`src/rtl/game_spawn_pkg.sv`:
```
// game_spawn_pkg: shared types, LFSR taps and sizing helpers for the target spawn scheduler.
package game_spawn_pkg;
  typedef enum logic [1:0] {IDLE, WAIT, ON_SCREEN} spawn_state_t;
  localparam logic [15:0] LFSR_TAPS = 16'hB400;
  function automatic int cnt_width(int min_delay, int delay_bits);
    return $clog2(min_delay + (1 << delay_bits));
  endfunction
  // Low delay_bits of the LFSR rotated right by sh; masked so callers may truncate freely.
  function automatic logic [7:0] rnd_slice(logic [15:0] x, int sh, int delay_bits);
    logic [15:0] r;
    r = (x >> sh) | (x << (16 - sh));
    return r[7:0] & 8'((1 << delay_bits) - 1);
  endfunction
endpackage

```
`src/rtl/spawn_lfsr16.sv`:
```
// spawn_lfsr16: free-running 16-bit Galois LFSR (right shift) with a configurable seed.
module spawn_lfsr16
  import game_spawn_pkg::*;
#(
  parameter logic [15:0] SEED = 16'hACE1
) (
  input  logic        clk,
  input  logic        rst_n,
  output logic [15:0] lfsr
);
  logic [15:0] lfsr_d, lfsr_q;
  assign lfsr_d = {1'b0, lfsr_q[15:1]} ^ (lfsr_q[0] ? LFSR_TAPS : 16'h0000);
  assign lfsr = lfsr_q;
  always_ff @(posedge clk or negedge rst_n)
    if (!rst_n) lfsr_q <= SEED;
    else lfsr_q <= lfsr_d;
endmodule

```
`src/rtl/target_spawn_scheduler.sv`:
```
// target_spawn_scheduler: launches targets after pseudo-random delays, one activation pulse per cycle.
`ifndef N_TARGETS
`define N_TARGETS 2
`endif
module target_spawn_scheduler
  import game_spawn_pkg::*;
#(
  parameter int          N_TARGETS  = `N_TARGETS,
  parameter int          MIN_DELAY  = 4,
  parameter int          DELAY_BITS = 6,
  parameter logic [15:0] LFSR_SEED  = 16'hACE1,
  parameter int          SETTLE     = 2
) (
  input  logic                 clk,
  input  logic                 rst_n,
  input  logic                 tick,
  input  logic                 round_start,
  input  logic                 round_active,
  input  logic [N_TARGETS-1:0] sprite_target_within_screen,
  output logic [N_TARGETS-1:0] new_target_activation,
  output logic [N_TARGETS-1:0] target_active
);
  localparam int CW = cnt_width(MIN_DELAY, DELAY_BITS);
  localparam int SW = SETTLE > 0 ? $clog2(SETTLE + 1) : 1;
  logic [15:0]          lfsr;
  logic [N_TARGETS-1:0] req, grant, nta_q, act_d, act_q;
  spawn_lfsr16 #(.SEED(LFSR_SEED)) u_lfsr (.clk(clk), .rst_n(rst_n), .lfsr(lfsr));
  // Lowest-index request wins; losers keep requesting until served.
  assign grant = req & (~req + N_TARGETS'(1));
  for (genvar g = 0; g < N_TARGETS; g++) begin : g_t
    spawn_state_t   st_d, st_q;
    logic [CW-1:0]  cnt_d, cnt_q, dly;
    logic [SW-1:0]  stl_d, stl_q;
    assign dly = CW'(MIN_DELAY) + CW'(rnd_slice(lfsr, (3 * g) % 16, DELAY_BITS));
    assign req[g] = st_q == WAIT && cnt_q == '0 && round_active && !round_start;
    assign act_d[g] = st_d == ON_SCREEN;
    always_comb begin
      st_d = st_q;
      cnt_d = cnt_q;
      stl_d = stl_q;
      if (!round_active) begin
        st_d = IDLE;
        cnt_d = '0;
        stl_d = '0;
      end else if (round_start) begin
        st_d = WAIT;
        cnt_d = dly;
        stl_d = '0;
      end else if (st_q == WAIT) begin
        if (grant[g]) begin
          st_d = ON_SCREEN;
          stl_d = SW'(SETTLE);
        end else if (tick && cnt_q != '0) cnt_d = cnt_q - 1'b1;
      end else if (st_q == ON_SCREEN) begin
        if (stl_q != '0) stl_d = stl_q - 1'b1;
        else if (!sprite_target_within_screen[g]) begin
          st_d = WAIT;
          cnt_d = dly;
        end
      end
    end
    always_ff @(posedge clk or negedge rst_n)
      if (!rst_n) begin
        st_q <= IDLE;
        cnt_q <= '0;
        stl_q <= '0;
      end else begin
        st_q <= st_d;
        cnt_q <= cnt_d;
        stl_q <= stl_d;
      end
  end
  always_ff @(posedge clk or negedge rst_n)
    if (!rst_n) begin
      nta_q <= '0;
      act_q <= '0;
    end else begin
      nta_q <= grant;
      act_q <= act_d;
    end
  assign new_target_activation = nta_q;
  assign target_active = act_q;
endmodule
```
`config.mk`:
```
export PLATFORM = sky130hd
export DESIGN_NAME = target_spawn_scheduler
export DESIGN_NICKNAME = d
export VERILOG_FILES = /design/src/rtl/game_spawn_pkg.sv /design/src/rtl/spawn_lfsr16.sv /design/src/rtl/target_spawn_scheduler.sv
export SDC_FILE = /design/constraint.sdc
export NUM_CORES = 1
export LEC_CHECK = 0
export ABC_CLOCK_PERIOD_IN_PS = 6160
export BUFFER_PORTS_ARGS = -buffer_cell sky130_fd_sc_hd__buf_2
export CAP_MARGIN = 25
export CORE_MARGIN = 3
export CORE_UTILIZATION = 44
export CTS_BUF_LIST = sky130_fd_sc_hd__clkbuf_4 sky130_fd_sc_hd__clkbuf_8 sky130_fd_sc_hd__clkbuf_16
export DETAILED_ROUTE_END_ITERATION = 7
export HOLD_SLACK_MARGIN = 0.03
export PLACE_DENSITY = 0.61
export SLEW_MARGIN = 20
export SYNTH_ARGS = -nofsm -noshare
export SYNTH_HDL_FRONTEND = slang
export SYNTH_SLANG_ARGS = --single-unit
```
`constraint.sdc`:
```
create_clock -name clk -period 6.16 [get_ports clk]
set_clock_uncertainty 0.2 [all_clocks]
set_input_delay 0 -clock clk [delete_from_list [all_inputs] [get_ports clk]]
set_output_delay 0 -clock clk [all_outputs]
set_load 0.05 [all_outputs]
```
==> results.py, run 1 <==
metrics = {
    "synthesis": {
        "ys_ff_latch": 42,
        "ys.flop_type": "dfrtp_1",
        "postSynthAreaPerCell_um2": 10.1,
        "ys_seq_area_share_pct": 50.3,
        "syn_inst": 208,
        "synth-edff-count": 0,
        "synth_area_um2": 2110,
        "yosys_warnings": 0,
        "synthDistinctLibCells": 50,
        "async_flop_share_pct": 100,
        "synth_fp_nets": 225,
    },
    "critical_path": {
        "path_depth": 7,
        "worst-setup-path-type": "register to register",
        "crit_start": "g_t[1].cnt_q[0]",
        "worst-path-buf-inv": 2,
        "crit_fanout": 5,
        "end_kind": "register",
        "slowest_delay_ns": 0.57,
        "crit_slowest_cell": "dlygate4sd3_1",
        "critPathTopFamily": "simple AND/OR/NAND/NOR gates",
        "r2r_start": "g_t[1].cnt_q[0]",
        "rr_worst_depth": 7,
        "cp-endpoint": "g_t[1].st_q[0]",
        "arrival_ns": 3.05,
        "worstReg2RegEnd": "g_t[1].st_q[0]",
        "cp-start-kind": "register",
        "reg2reg_slack_ns": 3.09,
        "crit_chain": "inv_1 > ha_1 > or3b_4 > or4_4 > a211oi_1 > o31ai_1 > dlygate4sd3_1",
        "critPathRequiredTime_ns": 6.14,
    },
    "layout": {
        "fin_nets": 243,
        "fin_cells": 279,
        "final.fill_count": 387,
        "final_util_pct": 53.6,
        "final_layout_size_suffix_gt1_share_pct": 15.0,
        "area_growth_pct": 14.5,
        "antenna_cells": 0,
    },
    "sta": {
        "rsz0062_at_grt": "false",
        "hold_viol": 0,
        "max_slew_margin_pct": 40.3,
        "period_needed_ns": 3.07,
        "fmax_mhz": 325,
        "tightest_slew_ns": 0.896,
        "setup_viol": 0,
        "finalCritPeriodShare_pct": 49.9,
        "tns_ns": 0,
        "timing.final.max_slew_violations": 0,
    },
    "detailed_routing": {
        "vias": 1673,
        "wl_per_cell_um": 16.1,
        "drc_errors": 0,
        "drt-pass1-iter-count": 4,
        "postRouteAntennaNets": 0,
        "drt_iter0_drc": 89,
        "vias_per_cell": 6.00,
        "drt_wl_total_um": 4480,
    },
    "place": {
        "dp_cells": 264,
        "gp_congestion": 0.925,
        "hpwl_um": 3090,
        "io_buffer_count": 10,
    },
    "run_status": {
        "outcome": "completed",
    },
    "global_routing": {
        "grt_pass1_wl_um": 7680,
        "grt_pass1_vias": 1655,
        "grtUsageTotal_pct": 17.7,
        "grt_overflow_total": 0,
        "grt_antenna_before_repair": 0,
        "grt_max_degree": 43,
    },
    "clocking": {
        "path_clk_slew_ns": 0.08,
        "cts_tree": "yes",
        "cts_root_buf": "clkbuf_8",
        "cts.sinks": 42,
        "cts_max_path_buffers": 2,
        "clk_latency_ns": 0.29,
        "cts_setup_buffers": 0,
        "h-tree-depth": 2,
        "cts_buffers": 5,
    },
    "power": {
        "internal_power_mw": 0.494,
        "vdd_drop_max_uv": 139,
        "switching_share_pct": 25.3,
        "pwr-share-seq_pct": 44.1,
        "leakage_nw": 1.10,
        "power_density_nw_per_um2": 274,
        "clockPowerShare_pct": 40.6,
        "comb_power_share_pct": 15.3,
        "p_switching_mw": 0.167,
    },
    "die": {
        "die_area_um2": 5660,
        "ios": 11,
        "core_um2": 4500,
        "initial_core_util_pct": 46.8,
        "fp-row-count": 24,
        "die_y_um": 75.2,
        "chipWidth_um": 75.2,
    },
    "run": {
        "cap_violations": 0,
    },
    "hold_path": {
        "hp-class": "input port to register",
    },
}
[cell type report]
cell class              instances  area, µm²  share of cell area, %
flip-flops and latches         42       1060                   43.9
clock inverters                 2       60.1                   2.49
repair buffers                 17        120                   4.97
multi-input cells             141        955                   39.5
clock buffers                   6       82.6                   3.42
inverters                      19       71.3                   2.95
well taps                      52       65.1                   2.69
[registers in the layout, summed over array words and instances, names as in the netlist]
name                   cells
g_t.stl_q                  4
g_t.cnt_q                 14
u_lfsr.lfsr               16
g_t.st_q                   4
new_target_activation      2
target_active              2
[timing repair]
item / CTS / global route
endpoints found under the hold margin: 47 / 0
gates resized for setup: 0 / 0
setup endpoints to repair: 0 / 0
hold buffers: 7 / 0
[power by group through the flow]
| stage | Clock [mW] | Combinational (mW) | Sequential (mW) |
|---|---|---|---|
| after floorplan | 0 | 0.0666 | 0.299 |
| after global routing | 0.287 | 0.112 | 0.293 |
| after detailed placement | 0 | 0.0955 | 0.297 |
| final | 0.268 | 0.101 | 0.292 |
| after CTS | 0.270 | 0.100 | 0.292 |
| after global placement | 0 | 0.0928 | 0.296 |
[worst register-to-register path: stages, from the launching register on]
cell and delay (ns):
dfrtp_1 0.41, inv_1 0.08, ha_1 0.18, or3b_4 0.40, or4_4 0.46, a211oi_1 0.50, o31ai_1 0.15, dlygate4sd3_1 0.57
[cell usage after synthesis, drive strengths merged, types with 3 or more instances]
master / number / area, µm²
inv: 19 / 71.3
dfstp: 8 / 210
nor3: 5 / 25.0
nor2b: 3 / 18.8
o2111ai: 3 / 26.3
xor2: 4 / 35.0
a21oi: 19 / 95.1
nor2: 11 / 41.3
o31ai: 4 / 30.0
nand2: 13 / 48.8
clkbuf: 5 / 18.8
xnor2: 3 / 26.3
a22o: 3 / 27.5
nand3: 5 / 25.0
o21ai: 16 / 80.1
ha: 10 / 125
dfrtp: 34 / 851
or4: 4 / 33.8
a211oi: 3 / 22.5
[placed cells by master, fill, tap and decap left out, types with 2 or more instances in the layout]
cell           instances
o2111ai_1              3
nor2_1                11
o22ai_1                2
inv_1                 19
or4_1                  3
nand3_1                5
ha_1                  10
dfstp_2                8
nor3b_1                2
xnor2_1                3
o211ai_1               2
dfrtp_1               34
and3_1                 2
xor2_1                 4
nor3_1                 5
buf_2                 10
a22o_1                 2
a21oi_1               19
bufinv_16              2
nand3b_1               2
nand4_1                2
dlygate4sd3_1          7
o21ai_0               16
clkbuf_8               6
nand2_1               13
o31ai_1                4
a211oi_1               3
a31oi_1                2
nor2b_1                3
[through the flow]
stage / worst slack [ns] / hold slack (ns) / power [mW] / instance area (µm²)
finish: 3.09 / 0.0752 / 0.661 / 2410
global route: 2.96 / 0.119 / 0.692 / 2410
CTS: 3.17 / 0.0773 / 0.662 / 2410
detailed placement: 3.58 / -0.0235 / 0.392 / 2200
global placement: 3.64 / -0.0391 / 0.389 / 2200
floorplan: 3.76 / -0.496 / 0.365 / 2110
[worst min path at each step]
stage | start | end | slack (ns) | depth (start not counted)
6_report | tick | g_t[0].cnt_q[6] | 0.08 | 4
4_1_cts | tick | g_t[0].cnt_q[6] | 0.08 | 4
5_1_grt | tick | g_t[0].cnt_q[6] | 0.12 | 4
2_1_floorplan | rst_n | g_t[0].cnt_q[0] | -0.50 | 0
3_3_place_gp | rst_n | g_t[1].stl_q[1] | -0.04 | 1
3_5_place_dp | rst_n | g_t[1].stl_q[0] | -0.02 | 1
[logic make-up (layout without fill, tap and decap cells)]
kind of cell               Yosys count  after routing  synth area share [%]
AOI/OAI and AO/OA                   67             67                  20.8
xor gates and xnor gates             7              7                  2.91
DFF                                 42             42                  50.3
and+or+nand+nor                     56             56                  15.1
muxes                                1              1                 0.475
adders and majority gates           10             10                  5.93
buffers and inverters               25             44                  4.45
[routing by layer]
| layer | wire (µm) | vias up | global-route usage, % |
|---|---|---|---|
| met4 | 59 | 0 | 6.60 |
| met5 | 0 | - | 0 |
| met3 | 178 | 9 | 4.01 |
| met1 | 2140 | 821 | 24.3 |
| met2 | 2110 | 46 | 27.7 |
| li1 | - | 797 | - |
Note: power is estimated with default switching activity, not from simulation.
==> run 2: changes to the inputs <==
ABC_CLOCK_PERIOD_IN_PS = 2900   (was 6160)
clock period = 2.9 ns   (was 6.16 ns; I/O delays follow)
==> results.py, run 2 (synthesized netlist as in run 1, its figures left out) <==
metrics = {
    "layout": {
        "antenna_cells": 0,
        "final.fill_count": 404,
        "multi_input_area_um2": 955,
        "fin_nets": 245,
        "area_growth_pct": 14.0,
        "final_cell_mix": "dfrtp_1, inv_1, a21oi_1, o21ai_0, nand2_1",
        "seq_area_um2": 1060,
        "fin_cells": 281,
        "final_cell_area_um2": 2400,
        "mostFrequentLayoutCell": "dfrtp_1",
        "final_layout_size_suffix_gt1_share_pct": 16.2,
        "largest_reg_flops": 16,
    },
    "global_routing": {
        "grtUsageTotal_pct": 17.7,
        "grt_pass1_vias": 1641,
        "grt_antenna_before_repair": 0,
        "grt_max_degree": 43,
        "grt_overflow_total": 0,
        "grt_pass1_wl_um": 7620,
    },
    "place": {
        "postPlaceCellArea_um2": 2220,
        "dp_cells": 267,
        "io_buffer_count": 10,
        "place_worst_setup_slack_ns": 0.320,
        "gp_congestion": 0.935,
        "hpwl_um": 3130,
    },
    "sta": {
        "finalCritPeriodShare_pct": 90.0,
        "hold_viol": 0,
        "fmax_mhz": 383,
        "max_slew_margin_pct": 40.4,
        "tightest_slew_ns": 0.894,
        "tns_ns": 0,
        "setup_ws_ns": 0.289,
        "period_needed_ns": 2.61,
        "timing.final.max_slew_violations": 0,
        "setup_viol": 0,
        "rsz0062_at_grt": "false",
    },
    "detailed_routing": {
        "drt-pass1-iter-count": 4,
        "wl_per_cell_um": 15.9,
        "drc_errors": 0,
        "drt_wl_total_um": 4460,
        "vias_per_cell": 5.97,
        "postRouteAntennaNets": 0,
        "vias": 1677,
        "drt_iter0_drc": 117,
    },
    "critical_path": {
        "worst-path-buf-inv": 1,
        "crit_start": "g_t[0].cnt_q[0]",
        "rr_worst_depth": 7,
        "cp-start-kind": "register",
        "r2r_start": "g_t[0].cnt_q[0]",
        "critPathRequiredTime_ns": 2.93,
        "reg2reg_slack_ns": 0.29,
        "crit_fanout": 6,
        "crit_chain": "inv_1 > ha_1 > or3b_2 > nor4_4 > a21oi_1 > a2111oi_0 > a311o_1",
        "arrival_ns": 2.64,
        "path_depth": 7,
        "worst-setup-path-type": "register to register",
        "crit_slowest_cell": "or3b_2",
        "worstReg2RegEnd": "g_t[1].stl_q[0]",
        "slowest_delay_ns": 0.53,
        "end_kind": "register",
        "cp-endpoint": "g_t[1].stl_q[0]",
        "critPathTopFamily": "simple AND/OR/NAND/NOR gates",
    },
    "power": {
        "power_density_nw_per_um2": 549,
        "clockPowerShare_pct": 36.7,
        "internal_power_mw": 0.974,
        "pwr-share-seq_pct": 47.0,
        "switching_share_pct": 26.2,
        "vdd_drop_max_uv": 293,
        "comb_power_share_pct": 16.3,
        "p_switching_mw": 0.345,
        "leakage_nw": 1.10,
    },
    "run": {
        "cap_violations": 0,
    },
    "clocking": {
        "cts.sinks": 42,
        "clk_latency_ns": 0.29,
        "cts_buffers": 5,
        "cts_setup_buffers": 0,
        "h-tree-depth": 2,
        "cts_tree": "yes",
        "path_clk_slew_ns": 0.08,
        "cts_root_buf": "clkbuf_8",
        "cts_max_path_buffers": 2,
    },
    "hold_path": {
        "hp-class": "input port to register",
        "worstHoldPathCells": 4,
    },
    "die": {
        "core_um2": 4500,
        "chipWidth_um": 75.2,
        "die_y_um": 75.2,
        "fp-row-count": 24,
        "initial_core_util_pct": 46.8,
        "ios": 11,
        "die_area_um2": 5660,
    },
    "run_status": {
        "outcome": "completed",
    },
}
## run 2: cell count changes in the layout (fill, tap and decap cells not counted), sizes merged
cell and delta:
dlygate4sd3 -1, clkbuf +1, bufinv -1, buf +3
## run 2: cell type report
class | count | share of cell area [%]
clock inverters | 1 | 1.25
flip-flops and latches | 42 | 44.1
repair buffers | 19 | 5.52
clock buffers | 7 | 3.75
inverters | 19 | 2.97
multi-input cells | 141 | 39.7
well taps | 52 | 2.71
## run 2: metal layers
layer / GRT usage, % / part of all wire, % / wire, µm
met5: 0 / 0 / 0
met4: 7.57 / 2.2 / 99
met2: 27.9 / 48 / 2130
met3: 4.67 / 5.0 / 224
met1: 23.0 / 45 / 2010
## run 2: through the flow
stage                     utilization (%)  total power [mW]  hold slack, ns
after floorplan                         -             0.776          -0.496
after detailed placement             49.4             0.837         -0.0147
final                                53.4              1.32          0.0989
after CTS                            53.4              1.33          0.0698
after global routing                 53.4              1.39           0.126
after global placement               49.4             0.830         -0.0359
## run 2: power groups by stage
stage / registers, mW / clock network [mW] / logic (mW)
floorplan: 0.634 / 0 / 0.142
detailed placement: 0.630 / 0 / 0.207
global placement: 0.629 / 0 / 0.201
finish: 0.620 / 0.484 / 0.215
CTS: 0.619 / 0.498 / 0.214
global route: 0.623 / 0.529 / 0.240
## run 2: worst min path at each step
stage,slack [ns],end,from
3_5_place_dp,-0.01,g_t[1].stl_q[1],rst_n
3_3_place_gp,-0.04,g_t[1].stl_q[1],rst_n
2_1_floorplan,-0.50,g_t[0].cnt_q[0],rst_n
5_1_grt,0.13,g_t[0].cnt_q[6],tick
6_report,0.1,g_t[0].cnt_q[6],tick
4_1_cts,0.07,g_t[0].cnt_q[6],tick
## run 2: tightest hold or removal path, cell delays in order
cell	delay [ns]
buf_2	0.12
a31oi_1	0.22
nand3_1	0.11
o21ai_0	0.08
## run 2: what timing repair did
| item | CTS | global route |
|---|---|---|
| hold buffers | 6 | 0 |
| endpoints found under the hold margin | 48 | 0 |
| endpoints found under the setup margin | 0 | 0 |
| resized for setup | 0 | 0 |
